File: config.mk
export PLATFORM = sky130hd
export DESIGN_NAME = edo_xseq
export DESIGN_NICKNAME = d
export VERILOG_FILES = /design/src/rtl/edo_xseq.sv
export SDC_FILE = /design/constraint.sdc
export NUM_CORES = 1
export LEC_CHECK = 0
export BUFFER_PORTS_ARGS = -buffer_cell sky130_fd_sc_hd__buf_4
export CAP_MARGIN = 25
export CORE_ASPECT_RATIO = 1.75
export CORE_MARGIN = 3
export CORE_UTILIZATION = 65
export CTS_CLUSTER_DIAMETER = 120
export DETAILED_ROUTE_END_ITERATION = 12
export GPL_TIMING_DRIVEN = 0
export PLACE_DENSITY = 0.87
export RECOVER_POWER = 25
export SKIP_CTS_REPAIR_TIMING = 1
export SYNTH_ARGS = -nofsm -noshare
export SYNTH_HDL_FRONTEND = slang
export SYNTH_SLANG_ARGS = --single-unit
File: constraint.sdc
create_clock -name clk -period 6.9 [get_ports clk]
set_clock_uncertainty 0.2 [all_clocks]
set_input_delay 0 -clock clk [delete_from_list [all_inputs] [get_ports clk]]
set_output_delay 0 -clock clk [all_outputs]
set_load 0.01 [all_outputs]
File: src/rtl/edo_xseq.sv
// rtl/edo_xseq.sv - abscissa sequencer and result capture around the ODE solver
`timescale 1ns/1ps
module edo_xseq #(
    parameter int DEPTH   = 16,
    parameter int AW      = 4,
    parameter int TIMEOUT = 8
) (
    input  logic                clk,
    input  logic                reset,
    input  logic                start,
    input  logic signed [15:0]  x0,
    input  logic signed [15:0]  h,
    input  logic        [7:0]   nsteps,
    input  logic                busy,
    input  logic signed [15:0]  yres,
    output logic                go,
    output logic signed [15:0]  xin,
    output logic                stop,
    output logic                running,
    output logic                finished,
    output logic                err,
    output logic                sat,
    output logic        [AW:0]  count,
    input  logic        [AW-1:0] rd_addr,
    output logic signed [15:0]  rd_data
);

    localparam int TW = $clog2(TIMEOUT + 1);

    typedef enum logic [2:0] {
        S_IDLE, S_ISSUE, S_WAIT_HI, S_WAIT_LO, S_NEXT, S_DONE
    } state_t;

    state_t              state, next_state;
    logic signed [15:0]  h_q;
    logic        [7:0]   n_q;
    logic        [7:0]   step_cnt;
    logic        [7:0]   step_inc;
    logic        [TW-1:0] wcnt;
    logic                waiting;
    logic                timeout;
    logic                abort;
    logic                last_step;
    logic                wr_en;
    logic signed [16:0]  sum17;
    logic                sum_ovf;
    logic signed [15:0]  sum_sat;
    logic signed [15:0]  mem [DEPTH];

    assign step_inc  = step_cnt + 8'd1;
    assign last_step = (step_inc == n_q);
    assign waiting   = (state == S_WAIT_HI && !busy) || (state == S_WAIT_LO && busy);
    assign timeout   = (wcnt == TW'(TIMEOUT - 1));
    assign abort     = waiting && timeout;
    assign wr_en     = (state == S_WAIT_LO) && !busy && (count != (AW+1)'(DEPTH));

    // Overflow shows up as disagreement between the two top bits of the 17-bit sum.
    assign sum17   = {xin[15], xin} + {h_q[15], h_q};
    assign sum_ovf = sum17[16] != sum17[15];
    assign sum_sat = sum_ovf ? (sum17[16] ? 16'sh8000 : 16'sh7FFF) : sum17[15:0];

    always_ff @(posedge clk or posedge reset) begin
        if (reset) state <= S_IDLE;
        else       state <= next_state;
    end

    always_comb begin
        next_state = state;
        case (state)
            S_IDLE, S_DONE: if (start) next_state = (nsteps == 8'd0) ? S_DONE : S_ISSUE;
            S_ISSUE:        next_state = S_WAIT_HI;
            S_WAIT_HI:      if (busy) next_state = S_WAIT_LO;
                            else if (timeout) next_state = S_DONE;
            S_WAIT_LO:      if (!busy) next_state = S_NEXT;
                            else if (timeout) next_state = S_DONE;
            S_NEXT:         next_state = last_step ? S_DONE : S_ISSUE;
            default:        next_state = S_IDLE;
        endcase
    end

    always_comb begin
        go       = 1'b0;
        running  = 1'b1;
        finished = 1'b0;
        case (state)
            S_IDLE:  running = 1'b0;
            S_DONE:  begin running = 1'b0; finished = 1'b1; end
            S_ISSUE: go = 1'b1;
            default: ;
        endcase
    end

    always_ff @(posedge clk or posedge reset) begin
        if (reset) begin
            xin      <= '0;
            stop     <= 1'b0;
            err      <= 1'b0;
            sat      <= 1'b0;
            count    <= '0;
            h_q      <= '0;
            n_q      <= '0;
            step_cnt <= '0;
            wcnt     <= '0;
        end else begin
            wcnt <= waiting ? wcnt + TW'(1) : '0;
            case (state)
                S_IDLE, S_DONE: begin
                    if (start) begin
                        h_q      <= h;
                        n_q      <= nsteps;
                        xin      <= x0;
                        count    <= '0;
                        step_cnt <= '0;
                        err      <= 1'b0;
                        sat      <= 1'b0;
                        // Zero- and one-step runs are already on their last step.
                        stop     <= (nsteps <= 8'd1);
                    end
                end
                S_WAIT_LO: begin
                    if (wr_en) count <= count + (AW+1)'(1);
                end
                S_NEXT: begin
                    step_cnt <= step_inc;
                    xin      <= sum_sat;
                    if (sum_ovf) sat <= 1'b1;
                    if ({1'b0, step_inc} + 9'd1 == {1'b0, n_q}) stop <= 1'b1;
                end
                default: ;
            endcase
            if (abort) begin
                err  <= 1'b1;
                stop <= 1'b0;
            end
        end
    end

    always_ff @(posedge clk) begin
        if (wr_en) mem[count[AW-1:0]] <= yres;
    end

    always_ff @(posedge clk or posedge reset) begin
        if (reset) rd_data <= '0;
        else       rd_data <= mem[rd_addr];
    end

endmodule

==> impl_metrics.py, run 1 <==
metrics = {
    "cells_and_area": {
        "multi_input_area_um2": 4330,
        "final_nets": 1176,
        "drive_above_1_share_pct": 25.7,
        "utilization_pct": 81.4,
        "sequential_cell_area_um2": 9660,
        "syn_to_final_growth_pct": 21.7,
        "fill_cells": 1099,
    },
    "cts": {
        "cts_tree": "built",
        "cts_buffer_depth": 3,
        "clockRootBuffer": "clkbuf_16",
        "cts.sinks": 335,
        "insertion_delay_ns": 0.56,
        "cts_buffers": 28,
        "htree_levels": 1,
        "path_clk_slew_ns": 0.07,
    },
    "grt": {
        "met3_usage_pct": 4.72,
        "grt_pass1_vias": 8893,
        "use_met1_pct": 34.8,
        "met2_usage_pct": 51.6,
        "antenna_found_initial": 0,
        "grt_max_degree": 69,
        "overflow": 0,
        "busiest_layer": "met2",
        "grt_usage_pct": 29.3,
        "grt_pass1_wl_um": 51900,
    },
    "sta": {
        "rsz0062_at_grt": "false",
        "slew_headroom_pct": 28.9,
        "hold_violations": 2,
        "fin_hold_ws_ns": -0.0225,
        "fmax_mhz": 301,
        "worstMarginPinSlew_ns": 1.06,
        "fin_ws_ns": 3.58,
        "slew_violations": 0,
        "setup_viol": 0,
        "finalCritPeriodShare_pct": 48.1,
        "period_minus_slack_ns": 3.32,
        "tns_ns": 0,
    },
    "pwr": {
        "swShare_pct": 33.4,
        "p_int_mw": 4.11,
        "pwr-share-comb_pct": 33.1,
        "switchingPower_mw": 2.06,
        "clockPowerShare_pct": 26.2,
        "p_leak_nw": 6.27,
        "power_density_nw_per_um2": 358,
        "ir_drop_v": 0.000275,
        "p_seq_share_pct": 40.7,
        "power.total_mw": 6.17,
    },
    "synth": {
        "syn-cell-area_um2": 14200,
        "synth-edff-count": 256,
        "yosys.area.top_type_share_pct": 54.2,
        "ys_ff_latch": 335,
        "async_flop_share_pct": 23.6,
        "ys_seq_area_share_pct": 68.2,
        "ys_types": 62,
        "netlist_instances": 869,
        "synth_area_per_cell_um2": 16.3,
        "yosys.area.top_type": "edfxtp_1",
        "synth_area_leaders": "edfxtp_1 (54%), dfrtp_1 (14%), mux4_2 (13%), nand2_1 (3.2%), ha_1 (2.1%)",
        "synth_flop_cell": "edfxtp_1",
        "synth_nets": 958,
        "yosysWarnings": 0,
    },
    "min_path": {
        "hold_path.class": "input pin to flop",
    },
    "run_status": {
        "status": "complete, but fails checks",
        "failed_checks": "hold timing",
    },
    "placed_design": {
        "numPortBuffers": 102,
        "gp_congestion": 0.901,
        "detailed_place_hpwl_um": 22200,
        "place_ws_ns": 3.65,
    },
    "floorplan": {
        "ioPinCount": 107,
        "coreArea_um2": 21200,
        "die_area_um2": 23700,
        "start_util_pct": 66.9,
        "fp-row-count": 70,
        "fp.dieH_um": 201,
        "die_x_um": 118,
    },
    "routing": {
        "finalWirelength_um": 36100,
        "dr.pass1.iters": 5,
        "wl_per_cell_um": 25.8,
        "ant_nets": 0,
        "post-route-drc-count": 0,
        "avgViaCountPerCell": 6.44,
        "vias": 9009,
        "drt-initial-drc-count": 955,
    },
    "worst_setup_path": {
        "path_max_fanout": 9,
        "cp-start-kind": "flop",
        "cp-end-kind": "flop",
        "cp.arrival_ns": 3.38,
        "critPathKind": "flop to flop",
        "cp.required_ns": 6.96,
    },
    "run": {
        "drv_cap": 0,
    },
}
==> per-stage QoR <==
step                std cells  hold WS, ns  cell area (µm²)
floorplan                 869       -0.101            14200
CTS                      1328       -0.852            16600
finish                   1398      -0.0225            17300
global placement         1259      -0.0116            15300
global route             1397      0.00303            17200
detailed placement       1276       -0.261            15700
==> per-layer routing <==
metal	wire, µm	share of wire (%)
met3	2680	7.4
met4	2240	6.2
met1	12000	33
met5	0	0
met2	19200	53
==> worst paths after layout <==
check / endpoint / from / depth (start not counted) / slack [ns]
worst max-delay path: mem[1][4]$_DFFE_PP_ / count[0]$_DFFE_PP0P_ / 6 / 3.58
worst min-delay path: h_q[11]$_DFFE_PP0P_ / h[11] / 4 / -0.02
worst max register to register: mem[1][4]$_DFFE_PP_ / count[0]$_DFFE_PP0P_ / 6 / 3.58
worst min register to register: wcnt[0]$_DFF_PP0_ / wcnt[0]$_DFF_PP0_ / 1 / 0.27
max in group asynchronous: rd_data[10]$_DFF_PP0_ / reset / 5 / 5.58
min in group asynchronous: rd_data[2]$_DFF_PP0_ / reset / 4 / 0.30
==> layout make-up <==
type,instances,share of cell area [%]
antenna,1,0.0145
buffer,40,1.10
clock buffer,36,4.42
clock inverter,16,1.02
inverter,13,0.297
multi-input combinational,481,25.1
sequential,335,56.0
tap,288,2.09
timing repair buffer,188,9.97
==> cells in the final DEF (no fill, tap or decap), drive strengths merged, types with 5 or more instances in the layout <==
cell	Yosys	layout
clkinv	0	7
buf	19	127
nand4	6	6
a21oi	25	25
xnor2	18	18
o22ai	8	8
nor3	15	15
a211oi	5	5
ha	24	24
nor2b	6	6
clkbuf	21	69
nor2	34	34
inv	13	16
o21ai	33	33
dlygate4sd3	0	68
nand3	17	17
nor4	6	6
edfxtp	256	256
o211ai	8	8
nand2b	6	6
dfrtp	79	79
mux2i	6	6
o31ai	6	6
xor2	18	18
mux4	80	80
nand2	121	121
==> synth_stat cells (all sizes together) (8+ instances only) <==
master	n
nor2	34
nand3	17
mux4	80
o211ai	8
xor2	18
ha	24
buf	19
clkbuf	21
xnor2	18
o22ai	8
a21oi	25
dfrtp	79
edfxtp	256
nor3	15
inv	13
o21ai	33
nand2	121
==> cell families after synthesis <==
group / after synthesis / synth area share [%]
simple gates: 226 / 7.09
fa+ha+maj: 25 / 2.26
mux: 87 / 13.2
flops: 335 / 68.2
xor+xnor: 37 / 2.39
buf+inv: 53 / 1.69
compound gates: 106 / 5.21
==> power groups by stage <==
stage	combinational, mW	sequential, mW	clock (mW)
final	2.04	2.51	1.62
after global routing	2.22	2.53	1.71
after CTS	1.95	2.51	1.63
after detailed placement	1.93	2.54	0
after global placement	1.85	2.54	0
after floorplan	1.37	2.54	0
==> worst max-delay path: stages (launching register included) <==
cell and delay, ns:
dfrtp_1 0.47, inv_1 0.11, ha_1 0.24, a311oi_2 0.56, nand2_1 0.31, nor3_2 0.86
buf_6 0.27
==> flip-flops by register name (all words and copies together), names as in the netlist <==
signal and cells:
mem 256, rd_data 16, xin 16, n_q 8, err 1, h_q 16, sat 1, state 3
stop 1, step_cnt 8, wcnt 4, count 5
Note: power is estimated with default switching activity, not from simulation.
==> inputs of run 2 (changes only) <==
--- a/config.mk
+++ b/config.mk
@@ -5,15 +5,16 @@
 export SDC_FILE = /design/constraint.sdc
 export NUM_CORES = 1
 export LEC_CHECK = 0
+export ABC_AREA = 1
 export BUFFER_PORTS_ARGS = -buffer_cell sky130_fd_sc_hd__buf_4
 export CAP_MARGIN = 25
 export CORE_ASPECT_RATIO = 1.75
 export CORE_MARGIN = 3
-export CORE_UTILIZATION = 65
+export CORE_UTILIZATION = 60
 export CTS_CLUSTER_DIAMETER = 120
 export DETAILED_ROUTE_END_ITERATION = 12
 export GPL_TIMING_DRIVEN = 0
-export PLACE_DENSITY = 0.87
+export PLACE_DENSITY = 0.81
 export RECOVER_POWER = 25
 export SKIP_CTS_REPAIR_TIMING = 1
 export SYNTH_ARGS = -nofsm -noshare
==> constraint.sdc (replaced) <==
create_clock -name clk -period 3.3 [get_ports clk]
set_clock_uncertainty 0.2 [all_clocks]
set_input_delay 0 -clock clk [delete_from_list [all_inputs] [get_ports clk]]
set_output_delay 0 -clock clk [all_outputs]
set_load 0.01 [all_outputs]
==> run 2 against run 1 <==
  * The flow still finishes with violations (hold timing)
  * Largest cell class unchanged
  * Hold slack improved by 0.012 ns
  * Largest power group unchanged
  * Via count increased by 25%
  * Setup slack got worse by 3.1 ns
  * Clock-buffer cell count down 1
  * Area after synthesis rose by 5.9%
  * Sequential cell count unchanged
==> impl_metrics.py, run 2 <==
metrics = {
    "cells_and_area": {
        "mostFrequentLayoutCell": "edfxtp_1",
        "layout.cell_area.non_filler_um2": 18100,
        "n_antenna_cell": 0,
        "final_nets": 1629,
        "final_cell_mix": "edfxtp_1 (256), nand2_1 (218), inv_1 (124)",
        "fill_cells": 1582,
        "drive_above_1_share_pct": 16.0,
        "largest_register_ffs": 256,
        "syn_to_final_growth_pct": 20.7,
        "utilization_pct": 73.6,
    },
    "placed_design": {
        "gp_congestion": 0.931,
        "placed_area_um2": 16500,
        "detailed_place_hpwl_um": 27400,
        "numPortBuffers": 103,
        "place_ws_ns": 0.573,
    },
    "synth": {
        "synth_common_cells": "edfxtp_1 (256), nand2_1 (218), inv_1 (125)",
        "yosys.area.top_type_share_pct": 51.2,
        "yosysWarnings": 0,
        "ys_seq_area_share_pct": 64.4,
        "ys_ff_latch": 335,
        "ys_types": 48,
        "yosysMostFrequentCell": "edfxtp_1",
        "synth_flop_cell": "edfxtp_1",
        "synth_area_per_cell_um2": 11.4,
        "yosys.area.top_type": "edfxtp_1",
        "async_flop_share_pct": 23.6,
        "netlist_instances": 1321,
        "synth_nets": 1410,
        "syn-cell-area_um2": 15000,
        "synth-edff-count": 256,
        "synth_area_leaders": "edfxtp_1 (51%), dfrtp_1 (13%), nand2_1 (5.4%), mux2i_1 (4.3%), o21ai_0 (3.3%)",
    },
    "worst_setup_path": {
        "critPathKind": "flop to flop",
        "cp.required_ns": 3.59,
        "path_buf_inv": 0,
        "r2r_setup_slack_ns": 0.45,
        "critPathMaxStageDelay_ns": 0.41,
        "path_common_cell": "nand2_1",
        "path_max_fanout": 10,
        "cp_top_family": "simple AND/OR/NAND/NOR gates",
        "cp-end-kind": "flop",
        "cp-start-kind": "flop",
        "cp_slowest_cell": "dfrtp_1",
        "cp.arrival_ns": 3.14,
        "path_cells": "ha_1 -> fa_1 -> nand2_1 -> nand2_1 -> nand3_1 -> nand3_2 -> nand3_1 -> nand2_1 -> nand2_1 -> nand2_1 -> a21oi_4 -> nand2_1 -> a21oi_2",
    },
    "sta": {
        "fin_hold_ws_ns": -0.0102,
        "fmax_mhz": 351,
        "hold_violations": 4,
        "fin_ws_ns": 0.455,
        "rsz0062_at_grt": "false",
        "slew_violations": 0,
        "finalCritPeriodShare_pct": 86.2,
        "worstMarginPinSlew_ns": 1.02,
        "period_minus_slack_ns": 2.85,
        "slew_headroom_pct": 31.8,
        "setup_viol": 0,
    },
    "cts": {
        "cts.sinks": 335,
        "insertion_delay_ns": 0.56,
        "htree_levels": 1,
        "cts_tree": "built",
        "clockRootBuffer": "clkbuf_16",
        "path_clk_slew_ns": 0.07,
        "cts_buffers": 28,
        "cts_buffer_depth": 3,
    },
    "grt": {
        "grt_usage_pct": 28.0,
        "grt_pass1_vias": 11000,
        "overflow": 0,
        "grt_pass1_wl_um": 58700,
        "grt_max_degree": 65,
        "antenna_found_initial": 0,
    },
    "floorplan": {
        "die_x_um": 126,
        "die_area_um2": 27000,
        "start_util_pct": 61.0,
        "fp-row-count": 76,
        "coreArea_um2": 24600,
        "fp.dieH_um": 215,
        "ioPinCount": 107,
    },
    "routing": {
        "drt-initial-drc-count": 958,
        "wl_per_cell_um": 21.1,
        "avgViaCountPerCell": 5.99,
        "finalWirelength_um": 39600,
        "vias": 11200,
        "ant_nets": 0,
        "post-route-drc-count": 0,
        "dr.pass1.iters": 8,
    },
    "pwr": {
        "swShare_pct": 33.5,
        "p_int_mw": 8.53,
        "clockPowerShare_pct": 28.2,
        "ir_drop_v": 0.000826,
        "p_leak_nw": 7.40,
        "p_seq_share_pct": 40.4,
        "switchingPower_mw": 4.30,
        "power_density_nw_per_um2": 708,
        "pwr-share-comb_pct": 31.4,
    },
    "run": {
        "drv_cap": 0,
    },
    "run_status": {
        "failed_checks": "hold timing",
        "status": "complete, but fails checks",
    },
    "min_path": {
        "hold_path.class": "input pin to flop",
    },
}
==> run 2: changes by cell type in the layout (fill, tap and decap cells not counted), sizes merged, moves of 7 or more <==
cell / before / now
nand3: 17 / 65
o21ai: 33 / 106
inv: 16 / 135
clkbuf: 69 / 76
mux2i: 6 / 64
nand2: 121 / 239
o211ai: 8 / 64
xnor2: 18 / 3
nor3: 15 / 3
nor2: 34 / 77
or2: 3 / 12
buf: 127 / 134
a21oi: 25 / 98
mux4: 80 / 0
==> run 2: kinds of logic (layout without fill, tap and decap cells) <==
kind of cell             after synthesis  after routing  synth area share (%)
adder cells (fa/ha/maj)               25             25                  2.13
XOR/XNOR                              15             15                 0.875
AND/OR/NAND/NOR                      409            409                  12.2
flip-flops                           335            335                  64.4
AO/OA/AOI/OAI                        281            281                  11.1
buffers and inverters                192            433                  5.10
multiplexers                          64             64                  4.27
==> run 2: final cells by class <==
type	instances	area, µm²	area share (%)
Buffer	56	255	1.41
Timing Repair Buffer	189	1670	9.19
Sequential cell	335	9660	53.3
Clock buffer	35	778	4.29
Tap cell	312	390	2.15
Clock inverter	17	235	1.30
Inverter	136	513	2.83
Multi-Input combinational cell	794	4620	25.5
==> run 2: worst min-delay path, cell delays in order <==
cell           delay [ns]
dlygate4sd3_1        0.53
buf_4                0.10
nand2_1              0.04
nand2_1              0.05
==> run 2: through the flow <==
step           hold slack, ns  cells  power (mW)  TNS (ns)
6_report              -0.0102   1874        12.8         0
5_1_grt                0.0136   1874        13.5         0
4_1_cts                -0.812   1804        12.7         0
3_5_place_dp           -0.229   1752        9.08         0
3_3_place_gp         -0.00419   1736        8.97    -15.17
2_1_floorplan          -0.101   1321        7.90         0
==> run 2: power by group through the flow <==
stage                     clock (mW)  combinational, mW  sequential, mW
after floorplan                    0               2.65            5.25
after global placement             0               3.73            5.24
after detailed placement           0               3.83            5.25
after CTS                       3.62               3.86            5.17
after global routing            3.81               4.44            5.22
final                           3.62               4.03            5.19
==> run 2: final timing paths <==
| check | from | endpoint | depth (start not counted) |
|---|---|---|---|
| min | h[7] | h_q[7]$_DFFE_PP0P_ | 4 |
| max in group asynchronous | reset | step_cnt[1]$_DFFE_PP0P_ | 5 |
| min in group asynchronous | reset | rd_data[7]$_DFF_PP0_ | 4 |
| max reg2reg | xin[0]$_DFFE_PP0P_ | xin[5]$_DFFE_PP0P_ | 13 |
| min reg2reg | wcnt[0]$_DFF_PP0_ | wcnt[0]$_DFF_PP0_ | 1 |
| max | xin[0]$_DFFE_PP0P_ | xin[5]$_DFFE_PP0P_ | 13 |
==> run 2: routing by layer <==
layer	global-route usage, %	wire length (µm)
met1	28.3	12300
met2	53.6	21600
met3	3.28	2700
met5	0	0
met4	16.8	3040
